[src/rtl/sys_defs.sv]
// Shared fetch/instruction-buffer types: the IF->IB packet, fetch FSM states and fetch granule.
package sys_defs;

  typedef struct packed {
    logic        valid;
    logic [31:0] inst;
    logic [31:0] PC;
    logic [31:0] NPC;
  } IF_IB_PACKET;

  typedef enum logic [1:0] {IDLE, RUN, HALT} FETCH_STATE;

  localparam logic [31:0] FETCH_BYTES = 32'd8;

endpackage

[src/rtl/fetch_addr_fifo.sv]
// In-order tag FIFO: one entry per fetch in flight, pushed on accept, popped on response.
module fetch_addr_fifo #(
  parameter int DEPTH = 4,
  parameter int W = 32,
  localparam int PW = (DEPTH > 1) ? $clog2(DEPTH) : 1
) (
  input  logic         clock,
  input  logic         reset,
  input  logic         push,
  input  logic [W-1:0] push_data,
  input  logic         pop,
  output logic [W-1:0] head
);

  logic [W-1:0]  mem [DEPTH];
  logic [PW-1:0] wr_ptr;
  logic [PW-1:0] rd_ptr;

  function automatic logic [PW-1:0] ptr_inc(input logic [PW-1:0] p);
    return (p == PW'(DEPTH - 1)) ? '0 : p + PW'(1);
  endfunction

  always_ff @(posedge clock) begin
    if (reset) begin
      wr_ptr <= '0;
      rd_ptr <= '0;
    end else begin
      if (push) wr_ptr <= ptr_inc(wr_ptr);
      if (pop)  rd_ptr <= ptr_inc(rd_ptr);
    end
  end

  always_ff @(posedge clock) begin
    if (push) mem[wr_ptr] <= push_data;
  end

  assign head = mem[rd_ptr];

endmodule

[src/rtl/fetch_ctrl.sv]
// Credit-based fetch sequencer: issues 8-byte fetches against buffer credits, drops
// responses that were in flight across a squash, and writes instruction pairs to the buffer.
module fetch_ctrl
  import sys_defs::*;
#(
  parameter int          IB_DEPTH  = 16,
  parameter int          MAX_OUTST = 4,
  parameter logic [31:0] RESET_PC  = 32'h0,
  localparam int         CW        = $clog2(IB_DEPTH) + 1,
  localparam int         OW        = $clog2(MAX_OUTST) + 1
) (
  input  logic                 clock,
  input  logic                 reset,
  input  logic                 start,
  input  logic                 halt,
  input  logic                 squash,
  input  logic [31:0]          squash_pc,
  output logic                 mem_req_valid,
  output logic [31:0]          mem_req_addr,
  input  logic                 mem_req_ready,
  input  logic                 mem_rsp_valid,
  input  logic [63:0]          mem_rsp_data,
  input  logic                 ib_pop,
  output IF_IB_PACKET [1:0]    if_ib_packet,
  output logic [CW-1:0]        credits,
  output logic [OW-1:0]        outstanding
);

  localparam logic [CW-1:0] CRED_MAX = CW'(IB_DEPTH);
  localparam logic [OW-1:0] OUT_MAX  = OW'(MAX_OUTST);

  FETCH_STATE    state;
  logic [31:0]   fetch_pc;
  logic [OW-1:0] drop_cnt;
  logic          first_skip;
  logic          accept;
  logic          rsp_write;
  logic [31:0]   rsp_tag;
  logic [31:0]   rsp_base;
  logic          rsp_skip;
  logic          tag_unused;
  IF_IB_PACKET   pkt_lo;
  IF_IB_PACKET   pkt_hi;

  function automatic logic [CW-1:0] credit_next(input logic [CW-1:0] c,
                                                input logic take, input logic give);
    if (take && !give) return (c == '0) ? '0 : c - CW'(1);
    if (give && !take) return (c >= CRED_MAX) ? CRED_MAX : c + CW'(1);
    return c;
  endfunction

  assign mem_req_valid = (state == RUN) && !halt && !squash &&
                         (credits != '0) && (outstanding < OUT_MAX);
  assign mem_req_addr  = {fetch_pc[31:3], 3'b000};
  assign accept        = mem_req_valid && mem_req_ready;
  assign rsp_write     = mem_rsp_valid && !squash && (drop_cnt == '0);

  // The tag carries the line address plus whether its first instruction is skipped.
  fetch_addr_fifo #(.DEPTH(MAX_OUTST), .W(32)) u_addr_fifo (
    .clock     (clock),
    .reset     (reset),
    .push      (accept),
    .push_data ({fetch_pc[31:3], first_skip, 2'b00}),
    .pop       (mem_rsp_valid),
    .head      (rsp_tag)
  );

  assign rsp_base   = {rsp_tag[31:3], 3'b000};
  assign rsp_skip   = rsp_tag[2];
  assign tag_unused = ^rsp_tag[1:0];

  always_comb begin
    pkt_lo = '{valid: rsp_write, inst: mem_rsp_data[31:0],
               PC: rsp_base, NPC: rsp_base + 32'd4};
    pkt_hi = '{valid: rsp_write, inst: mem_rsp_data[63:32],
               PC: rsp_base + 32'd4, NPC: rsp_base + 32'd8};
    if_ib_packet[0] = rsp_skip ? pkt_hi : pkt_lo;
    if_ib_packet[1] = pkt_hi;
    if_ib_packet[1].valid = rsp_write && !rsp_skip;
  end

  always_ff @(posedge clock) begin
    if (reset) begin
      state       <= IDLE;
      fetch_pc    <= RESET_PC;
      credits     <= CRED_MAX;
      outstanding <= '0;
      drop_cnt    <= '0;
      first_skip  <= 1'b0;
    end else begin
      outstanding <= outstanding + OW'(accept) - OW'(mem_rsp_valid);
      if (squash) begin
        fetch_pc   <= squash_pc;
        first_skip <= squash_pc[2];
        credits    <= CRED_MAX;
        // outstanding already counts responses still owed to an earlier squash
        drop_cnt   <= outstanding - OW'(mem_rsp_valid);
        if (state != IDLE) state <= RUN;
      end else begin
        credits <= credit_next(credits, accept, ib_pop);
        if (accept) begin
          fetch_pc   <= {fetch_pc[31:3], 3'b000} + FETCH_BYTES;
          first_skip <= 1'b0;
        end
        if (mem_rsp_valid && (drop_cnt != '0)) drop_cnt <= drop_cnt - OW'(1);
        case (state)
          IDLE:    if (start) state <= RUN;
          RUN:     if (halt)  state <= HALT;
          HALT:    if (!halt) state <= RUN;
          default: state <= IDLE;
        endcase
      end
    end
  end

  rsp_needs_outstanding: assert property (@(posedge clock) disable iff (reset)
    mem_rsp_valid |-> (outstanding != '0));

endmodule

[config.mk]
export PLATFORM = sky130hd
export DESIGN_NAME = fetch_ctrl
export DESIGN_NICKNAME = d
export VERILOG_FILES = /design/src/rtl/sys_defs.sv /design/src/rtl/fetch_addr_fifo.sv /design/src/rtl/fetch_ctrl.sv
export SDC_FILE = /design/constraint.sdc
export NUM_CORES = 1
export LEC_CHECK = 0
export CORE_MARGIN = 1.5
export CORE_UTILIZATION = 50
export CTS_CLUSTER_DIAMETER = 80
export DETAILED_ROUTE_END_ITERATION = 8
export PLACE_DENSITY = 0.88
export SLEW_MARGIN = 25
export SYNTH_ARGS = -nofsm -noshare
export SYNTH_HDL_FRONTEND = slang
export SYNTH_HIERARCHICAL = 1
export SYNTH_SLANG_ARGS = --single-unit
[constraint.sdc]
create_clock -name clock -period 6.76 [get_ports clock]
set_clock_uncertainty 0.1 [all_clocks]
set_input_delay 0.676 -clock clock [delete_from_list [all_inputs] [get_ports clock]]
set_output_delay 0.676 -clock clock [all_outputs]
set_load 0.05 [all_outputs]
# Word level (Yosys, flattened, before mapping)
# Memory sizes are Yosys's and may differ from the RTL's. A register that Yosys moved wholly into a read port is not among the register bits.
# Cells that the tools add are included.
dict set report word_totals {
  register_bits 50
  latchBits 0
  mem_bits_rw 120
  rom_bits 0
  in_bits 104
  elab_cells 89
  mem_count 1
}
# name depth word_bits read_ports rd_ports_with_merged_regs write_ports line_no
set memory_table {}
lappend memory_table {u_addr_fifo.mem 4 30 1 1 1 fetch_addr_fifo.sv:15} ;# logic [W-1:0] mem [DEPTH];
dict set report op_classes {
  add_sub_neg 11
  mul 0
  div 0
  n_lt_le_gt_ge 2
  n_eq_ne 8
  n_shift 0
  muxes 32
  bitwise 0
  reduce_logical 27
}
# op n
set ops {}
lappend ops {{96-bit 2-to-1 mux} 1}
lappend ops {{32-bit by 4-bit adder with 32-bit output, second input constant} 2}
lappend ops {{32-bit 2-to-1 mux} 2}
lappend ops {{32-bit by 3-bit adder with 32-bit output, second input constant} 1}
lappend ops {{5-bit 2-to-1 mux} 6}
lappend ops {{2-bit 2-to-1 mux} 9}
lappend ops {{1-bit logical AND} 11}
lappend ops {{1-bit 2-to-1 mux} 11}
lappend ops {{3-bit != test, second input constant} 3}
lappend ops {{2-bit nonzero test} 4}
lappend ops {{2-bit == test, second input constant} 3}
lappend ops {{3-bit 2-to-1 mux} 2}
lappend ops {{2-bit case mux with 3 select lines} 1}
lappend ops {{3-bit by 1-bit subtractor with 3-bit output} 2}
lappend ops {{5-bit by 1-bit adder with 5-bit output, second input constant} 1}
lappend ops {{5-bit >= comparator, second input constant} 1}
lappend ops {{1-bit zero test} 5}
lappend ops {{5-bit zero test} 1}
lappend ops {{5-bit nonzero test} 1}
lappend ops {{5-bit by 1-bit subtractor with 5-bit output, second input constant} 1}
lappend ops {{2-bit by 1-bit adder with 2-bit output, second input constant} 2}
lappend ops {{4-bit AND reduction} 1}
lappend ops {{3-bit by 1-bit adder with 3-bit output} 1}
lappend ops {{3-bit zero test} 1}
lappend ops {{7 further kinds} 7}

# Depth between registers and ports, before layout
# Gate-level depths: netlist of the first run.
dict set report depth {
  ltp_word 15
  mapped_depth 13
  depth_no_buf 11
}

# By module
# The synthesis of the first run kept the hierarchy.
# mod instances cells_per_inst area_per_inst_um2
set by_module_without_submodules {}
lappend by_module_without_submodules {fetch_addr_fifo 1 194 4941.0}
lappend by_module_without_submodules {fetch_ctrl 1 586 4654.5}

# Worst setup path after synthesis of the first run
# No wires, ideal clock.
dict set report synth_timing {
  path_type {register -> output}
  start {reg (tool-made name)}
  end {out if_ib_packet[21] in the netlist's numbering}
  arrival_ns 3.166
  setup_slack_ns 2.818
  stages_incl_launch_ff 11
  path_cell_list {dfxtp_1 -> buf_6 -> buf_12 -> mux4_2 -> buf_2 -> nand4_1 -> nor3_2 -> and3_1 -> buf_2 -> nand4_1 -> xnor2_1}
}
# element line_no
set synth_lines {}
lappend synth_lines {{end, declared} fetch_ctrl.sv:24} ;# output IF_IB_PACKET [1:0] if_ib_packet,

==> run_results.csv, run 1 <==
group,metric,value,unit
run_status,status,"finished with violations",
run_status,violations,"DRC",
floorplan,rows,49,
clock_tree,tritoncts,"yes",
floorplan,die_y,139.5,um
detailed_routing,vias,7278,
setup_path,critical_path_class,"reg -> out",
timing,fmax,191.6,MHz
pwr,leakage,4.440,nW
clock_tree,cts_sinks,169,
pwr,finalPower,3.071,mW
cells_and_area,final_cell_area,0.01270,mm^2
setup_path,end_kind,"primary output",
place,place_hpwl,20.71,mm
yosys,yosysWarnings,6,
timing,min_period_over_period,77.19,%
floorplan,coreArea,0.01809,mm^2
pwr,powerDensity,241.9,mW/mm^2
setup_path,crit_chain,"buf_4, mux4_2, inv_1, or4_4, nor2_1, xor2_1, clkdlybuf4s50_1",
setup_path,critPathRequiredTime,5980,ps
yosys,netlist_instances,770,
timing,tightest_slew,949.2,ps
timing,rsz0062_at_grt,"false",
yosys,syn-mean-instance-area,12.09,um^2
clock_tree,clk_path_buf_depth,2,
clock_tree,h-tree-depth,4,
clock_tree,numCtsBuffers,17,
floorplan,die_w,139.5,um
setup_path,cp_slowest_cell,"mux4_2",
clock_tree,postCtsHoldBufs,0,
clock_tree,cts_resized,0,
clock_tree,cts.clk_slew.worst_paths,70,ps
timing,period_needed,5218,ps
global_routing,grt_pass1_vias,7023,
setup_path,crit_cells,7,
detailed_routing,viasPerCell,5.758,
global_routing,grt_overflow,0,
setup_path,path_delay_family,"buffers and inverters",
cells_and_area,finish.utilization,70.20,%
timing,hold_violations,0,
floorplan,initial_core_util,51.48,%
detailed_routing,drt_iter0_drc,675,
clock_tree,cts_root_buf,"clkbuf_16",
clock_tree,post-cts-setup-buffer-count,0,
cells_and_area,syn2layout_area_growth,36.38,%
min_path,holdCritPathClass,"reg -> reg",
global_routing,grt.total_usage,28.88,%
place,port_buffers,323,
setup_path,slowest_delay,940,ps
cells_and_area,final_layout_size_suffix_gt1_share,12.67,%
pwr,vdd_ir_drop_max,0.1616,mV
place,dp.cells,1232,
cells_and_area,fillers,1261,
clock_tree,clkLatencyLatePin,420,ps
floorplan,die_area,0.01945,mm^2
setup_path,r2r.worst_path.cells,11,
detailed_routing,wl,28.29,mm
detailed_routing,drt.antenna.violating_nets,0,
yosys,syn_area,0.009310,mm^2
global_routing,grt_max_degree,43,
cells_and_area,final_nets,1144,
setup_path,critPathBufInv,3,
place,dpl_cell_area,0.01212,mm^2
timing,max_slew_margin,36.72,%
flow_run,cap_violations,0,
global_routing,antenna_found_initial,1,
global_routing,grt_pass1_wl,42.51,mm
setup_path,cp.arrival,4440,ps
detailed_routing,wl_per_cell,22.38,um
min_path,worstHoldPathCells,0,
timing,slew_violations,0,
detailed_routing,drt_pass1_iterations,9,
timing,tns,0,ps
cells_and_area,fin_cells,1264,
floorplan,io_pins,339,
setup_path,critPathMaxFanout,37,
timing,setup_viol_count_final,0,
setup_path,crit_path_start_kind,"flop",
detailed_routing,drcViolationCount,53,
place,gp_congestion,0.9062,
-- cell type report --
cell class / instances / area (um^2) / share of cell area (%)
clock inverters: 14 / 147.6 / 1.163
well taps: 229 / 286.5 / 2.257
clock buffers: 17 / 425.4 / 3.350
repair buffers: 330 / 3286 / 25.88
flip-flops and latches: 169 / 4586 / 36.12
multi-input cells: 480 / 3874 / 30.51
diodes: 1 / 2.502 / 0.01971
inverters: 24 / 90.09 / 0.7095
-- placed cells by master (no fill, tap or decap), drive strengths merged, types with 22 or more instances in the layout --
cell and instances:
xnor2 46, inv 28, nor3 22, a21oi 30
nand3 26, edfxtp 120, nand2 53, mux4 30
clkdlybuf4s50 323, dfxtp 49, mux2 37, nor2 47
-- registers in the layout, summed over array words and instances, names as in the netlist, named ones only --
name and count:
drop_cnt 3, u_addr_fifo/mem 120, u_addr_fifo/rd_ptr 2, first_skip 1, state 2, fetch_pc 29, outstanding 3, credits 5
u_addr_fifo/wr_ptr 2
-- power by group --
part           total (mW)  switching, mW  internal, mW
logic               0.944          0.610         0.333
clock network       0.945          0.401         0.544
registers            1.18         0.0490          1.13
total                3.07           1.06          2.01
-- metal layers --
layer | up-vias | track usage (%) | part of all wire [%]
li1 | 3273 | - | -
met1 | 3541 | 36.54 | 38
met2 | 436 | 49.38 | 50
met3 | 28 | 8.706 | 11
met4 | 0 | 5.431 | 1.0
met5 | - | 0 | 0
-- stage by stage --
stage	setup WS, ps	hold WS [ps]
2_1_floorplan	2818	361.0
3_3_place_gp	1957	389.0
3_5_place_dp	1942	415.2
4_1_cts	1489	427.4
5_1_grt	1305	441.9
6_report	1542	438.0
-- worst paths after layout --
| kind | startpoint | endpoint | slack [ps] |
|---|---|---|---|
| max reg2reg | credits[0] | credits[3] | 3470 |
| max | flop | if_ib_packet[30] | 1540 |
| min reg2reg | first_skip | u_addr_fifo/mem[2][2] | 440 |
| min | first_skip | u_addr_fifo/mem[2][2] | 440 |
Power figures use the tool's default switching activity.
==> run 2: changes to the inputs <==
CORE_UTILIZATION = 42   (was 50)
PLACE_DENSITY = 0.78   (was 0.88)
clock period = 4.43 ns   (was 6.76 ns; I/O delays follow)
==> run 2 against run 1 <==
The flow now finishes without violations. Sequential share of layout area decreased by 0.76 points. Non-clock buffer count grew 5. Sequential power is 53% higher. Clock-buffer cell count stayed put. First-iteration DRC count fell by 19%. Critical path depth grew 1.
==> run_results.csv, run 2 (synthesis gave the netlist of run 1 again) <==
group,metric,value,unit
detailed_routing,viasPerCell,5.420,
clock_tree,post-cts-setup-buffer-count,0,
setup_path,critical_path_class,"reg -> out",
place,port_buffers,323,
floorplan,initial_core_util,42.79,%
timing,fmax,244.6,MHz
setup_path,r2r-start,"credits[0]",
detailed_routing,drcViolationCount,0,
cells_and_area,final_cell_mix,"clkdlybuf4s50_1, edfxtp_1, nand2_1, buf_4, dfxtp_1",
floorplan,io_pins,339,
detailed_routing,vias,7160,
setup_path,critPathRequiredTime,3890,ps
cells_and_area,largest_register_ffs,120,
timing,max_slew_margin,45.16,%
setup_path,crit_path_start_kind,"flop",
setup_path,cp.arrival,3550,ps
setup_path,timing.rr.end,"credits[3]",
global_routing,grt_max_degree,56,
cells_and_area,syn2layout_area_growth,39.30,%
global_routing,antenna_found_initial,2,
min_path,hold_path.startpoint,"u_addr_fifo/rd_ptr[0]",
floorplan,coreArea,0.02176,mm^2
setup_path,r2r_setup_slack,1220,ps
detailed_routing,wl,27.68,mm
pwr,powerDensity,365.2,mW/mm^2
timing,min_period_over_period,92.29,%
clock_tree,clk_path_buf_depth,2,
clock_tree,clkLatencyLatePin,430,ps
timing,period_needed,4088,ps
floorplan,die_y,151.9,um
clock_tree,tritoncts,"yes",
clock_tree,cts.clk_slew.worst_paths,60,ps
timing,setup_viol_count_final,0,
cells_and_area,final_layout_size_suffix_gt1_share,19.06,%
global_routing,grt.total_usage,23.59,%
min_path,worstHoldPathCells,2,
timing,holdWs,415.8,ps
detailed_routing,drt_iter0_drc,544,
setup_path,critPathMaxFanout,12,
pwr,leakage,4.642,nW
clock_tree,cts_root_buf,"clkbuf_16",
pwr,vdd_ir_drop_max,0.2448,mV
clock_tree,numCtsBuffers,17,
detailed_routing,wl_per_cell,20.96,um
setup_path,r2r.worst_path.cells,11,
clock_tree,postCtsHoldBufs,0,
setup_path,end_kind,"primary output",
cells_and_area,largest-register,"u_addr_fifo/mem",
floorplan,die_w,151.9,um
global_routing,grt_pass1_wl,41.69,mm
timing,tightest_slew,821.7,ps
flow_run,cap_violations,0,
min_path,holdCritPathClass,"reg -> reg",
clock_tree,cts_sinks,169,
timing,rsz0062_at_grt,"false",
detailed_routing,drt.antenna.violating_nets,0,
place,place_hpwl,20.50,mm
floorplan,die_area,0.02307,mm^2
global_routing,grt_overflow,0,
timing,hold_violations,0,
global_routing,grt_pass1_vias,6756,
cells_and_area,layout_commonest_cell,"clkdlybuf4s50_1",
cells_and_area,final_nets,1149,
timing,tns,0,ps
floorplan,rows,54,
timing,slew_violations,0,
run_status,status,"complete, no violations",
clock_tree,cts_resized,0,
cells_and_area,reg_top3,"u_addr_fifo/mem x120, fetch_pc x29, credits x5",
detailed_routing,drt_pass1_iterations,5,
clock_tree,h-tree-depth,4,
place,gp_congestion,0.8584,
[run 2: cell count changes in the layout (fill, tap and decap cells not counted), moves of 2 or more]
cell	delta
and2_2	-2
clkdlybuf4s50_1	-62
buf_12	+25
buf_4	+42
inv_8	+5
clkinv_1	-2
inv_6	-2
and2_1	+2
[run 2: how the worst max path moves through the flow]
stage	to	slack, ps	cells past startpoint
after floorplan	if_ib_packet[21]	720	10
after global placement	if_ib_packet[22]	790	8
after detailed placement	if_ib_packet[22]	780	8
after CTS	if_ib_packet[22]	320	8
after global routing	if_ib_packet[119]	100	8
final	if_ib_packet[108]	340	8
[run 2: through the flow]
stage | instance area, um^2 | util [%] | worst slack, ps | total power [mW] | cells
6_report | 12970 | 59.61 | 341.6 | 4.736 | 1321
5_1_grt | 12970 | 59.61 | 97.58 | 4.881 | 1321
4_1_cts | 12960 | 59.59 | 316.9 | 4.757 | 1319
3_5_place_dp | 12380 | 56.90 | 780.9 | 3.314 | 1288
3_3_place_gp | 12380 | 56.90 | 793.9 | 3.302 | 1288
2_1_floorplan | 9351 | - | 720.6 | 2.824 | 781
[run 2: area by class of cell]
class | instances | area (um^2)
timing repair buffer | 335 | 3481
multi-input combinational | 480 | 3871
tap | 280 | 350.3
sequential | 169 | 4586
clock inverter | 14 | 160.2
fill | 1726 | 8787
clock buffer | 17 | 425.4
antenna | 2 | 5.005
inverter | 24 | 90.09
[run 2: routing by layer]
metal | up-vias | track usage (%) | share of wire (%)
met1 | 3462 | 30.92 | 42
li1 | 3301 | - | -
met2 | 358 | 39.19 | 49
met4 | 0 | 6.241 | 1.5
met5 | - | 0 | 0
met3 | 39 | 5.676 | 8.1
[run 2: power by group]
| group | switching [mW] | internal (mW) | leakage, nW |
|---|---|---|---|
| Clock | 0.656 | 0.799 | 0.279 |
| Sequential | 0.0725 | 1.73 | 1.51 |
| Combinational | 0.942 | 0.537 | 2.86 |
| Total | 1.67 | 3.07 | 4.64 |
[run 2: worst max-delay path, stage by stage (launching register included)]
cell	delay [ps]
dfxtp_2	520
buf_4	320
mux4_2	690
ha_1	330
inv_1	110
nor2_1	70
nand3_1	100
xnor2_1	130
clkdlybuf4s50_1	830
==> run 3: changes to the inputs <==
CORE_ASPECT_RATIO = 1.5   (was unset)
==> run 3 against run 2 <==
Die area is essentially flat. Routed wire length decreased by 2.3%. Sequential cell count unchanged. Clock-buffer cell count unchanged. Global-route usage fell by 0.54 points. Core utilization rose by 0.35 points. Cell count unchanged.
==> run_results.csv, run 3 (synthesis gave the netlist of run 1 again) <==
group,metric,value,unit
floorplan,initial_core_util,42.87,%
clock_tree,h-tree-depth,4,
place,place_hpwl,20.92,mm
detailed_routing,wl,27.04,mm
clock_tree,post-cts-setup-buffer-count,0,
detailed_routing,wl_per_cell,20.47,um
setup_path,end_kind,"primary output",
setup_path,cp_slowest_cell,"clkdlybuf4s50_1",
setup_path,critPathBufInv,3,
clock_tree,clk_path_buf_depth,2,
cells_and_area,largest-register,"u_addr_fifo/mem",
floorplan,die_w,124.6,um
cells_and_area,reg_top3,"u_addr_fifo/mem x120, fetch_pc x29, credits x5",
setup_path,slowest_delay,840,ps
setup_path,crit_chain,"buf_4, mux4_2, ha_1, inv_1, nor2_1, nand3_1, xnor2_1, clkdlybuf4s50_1",
timing,tightest_slew,834.5,ps
timing,slew_violations,0,
timing,fmax,250.2,MHz
place,port_buffers,323,
detailed_routing,drt.antenna.violating_nets,0,
timing,max_slew_margin,43.85,%
detailed_routing,vias,7102,
floorplan,die_y,185.4,um
clock_tree,clkLatencyLatePin,420,ps
setup_path,r2r-start,"credits[0]",
place,gp_congestion,0.8495,
setup_path,critPathMaxFanout,13,
pwr,leakage,4.691,nW
timing,tns,0,ps
global_routing,grt_pass1_wl,40.67,mm
clock_tree,cts_sinks,169,
cells_and_area,fillers,1739,
pwr,vdd_ir_drop_max,0.3030,mV
floorplan,coreArea,0.02172,mm^2
cells_and_area,final_layout_size_suffix_gt1_share,20.75,%
timing,period_needed,3997,ps
clock_tree,cts_resized,0,
cells_and_area,fin_cells,1321,
detailed_routing,drt_pass1_iterations,5,
clock_tree,postCtsHoldBufs,0,
cells_and_area,final_nets,1151,
run_status,status,"complete, no violations",
global_routing,grt_overflow,0,
timing,hold_violations,0,
setup_path,critPathRequiredTime,3890,ps
flow_run,cap_violations,0,
global_routing,grt_pass1_vias,6872,
min_path,hold_path.startpoint,"u_addr_fifo/wr_ptr[0]",
place,dp.cells,1282,
global_routing,grt_max_degree,56,
cells_and_area,layout_commonest_cell,"clkdlybuf4s50_1",
floorplan,io_pins,339,
clock_tree,cts.clk_slew.worst_paths,70,ps
global_routing,grt.total_usage,23.06,%
floorplan,die_area,0.02309,mm^2
clock_tree,cts_root_buf,"clkbuf_16",
pwr,powerDensity,357.5,mW/mm^2
setup_path,path_delay_family,"buffers and inverters",
cells_and_area,final_cell_mix,"clkdlybuf4s50_1, edfxtp_1, buf_4, nand2_1, dfxtp_1",
cells_and_area,syn2layout_area_growth,39.87,%
clock_tree,tritoncts,"yes",
min_path,holdCritPathClass,"reg -> reg",
floorplan,rows,66,
cells_and_area,largest_register_ffs,120,
timing,min_period_over_period,90.23,%
timing,setup_viol_count_final,0,
setup_path,cp.arrival,3450,ps
detailed_routing,viasPerCell,5.376,
clock_tree,numCtsBuffers,17,
setup_path,crit_path_start_kind,"flop",
timing,holdWs,433.4,ps
setup_path,critical_path_class,"reg -> out",
timing,rsz0062_at_grt,"false",
detailed_routing,drt_iter0_drc,432,
global_routing,antenna_found_initial,14,
detailed_routing,drcViolationCount,0,
[run 3: cell count changes in the layout (fill, tap and decap cells not counted)]
cell             before  now
inv_8                 5    0
inv_6                 2    4
clkinv_8              1    0
diode_2               2    8
clkinvlp_2            0    1
clkdlybuf4s50_1     261  244
clkinv_2              0    2
clkinv_1              0    1
buf_4                49   59
buf_12               25   34
[run 3: area by class of cell]
| type | instances | area, um^2 | share of cell area [%] |
|---|---|---|---|
| inverters | 24 | 90.09 | 0.6918 |
| multi-input cells | 480 | 3871 | 29.73 |
| clock buffers | 17 | 425.4 | 3.267 |
| repair buffers | 337 | 3566 | 27.38 |
| diodes | 8 | 20.02 | 0.1537 |
| clock inverters | 14 | 123.9 | 0.9512 |
| well taps | 272 | 340.3 | 2.613 |
| flip-flops and latches | 169 | 4586 | 35.21 |
[run 3: power by group]
group,internal [mW],total (mW),leakage (nW),switching (mW)
logic,0.552,1.48,2.93,0.927
clock network,0.772,1.38,0.260,0.603
registers,1.73,1.80,1.51,0.0711
total,3.05,4.66,4.69,1.60
[run 3: worst register-to-register path, cell delays in order, from the launching register on]
cell	delay (ps)
dfxtp_1	380
inv_1	90
ha_1	200
or4b_4	550
nand3_4	310
inv_2	240
ha_1	250
nor2b_1	370
nor3_1	120
a221oi_1	310
a311o_1	160
a21oi_1	60
[run 3: final timing paths]
| kind | end | slack (ps) | depth (start not counted) |
|---|---|---|---|
| hold reg to reg | u_addr_fifo/wr_ptr[0] | 430 | 2 |
| setup / recovery | if_ib_packet[108] | 430 | 8 |
| setup reg to reg | credits[3] | 1170 | 11 |
| hold / removal | u_addr_fifo/wr_ptr[0] | 430 | 2 |
[run 3: per-stage QoR]
stage          utilization, %  worst slack (ps)  power [mW]  cell area [um^2]
2_1_floorplan               -             720.6       2.824              9351
3_3_place_gp            57.34             838.4       3.306             12450
3_5_place_dp            57.34             803.4       3.320             12450
4_1_cts                 59.87             359.4       4.687             13000
5_1_grt                 59.89             208.6       4.806             13010
6_report                59.96             432.7       4.655             13020
[run 3: metal layers]
metal  track usage [%]  vias up  routed length, um
li1                  -     3297                  -
met3             8.954       42               2511
met1             24.19     3439               9456
met2             42.33      314              14510
met5                 0        -                 63
met4             7.264       10                507
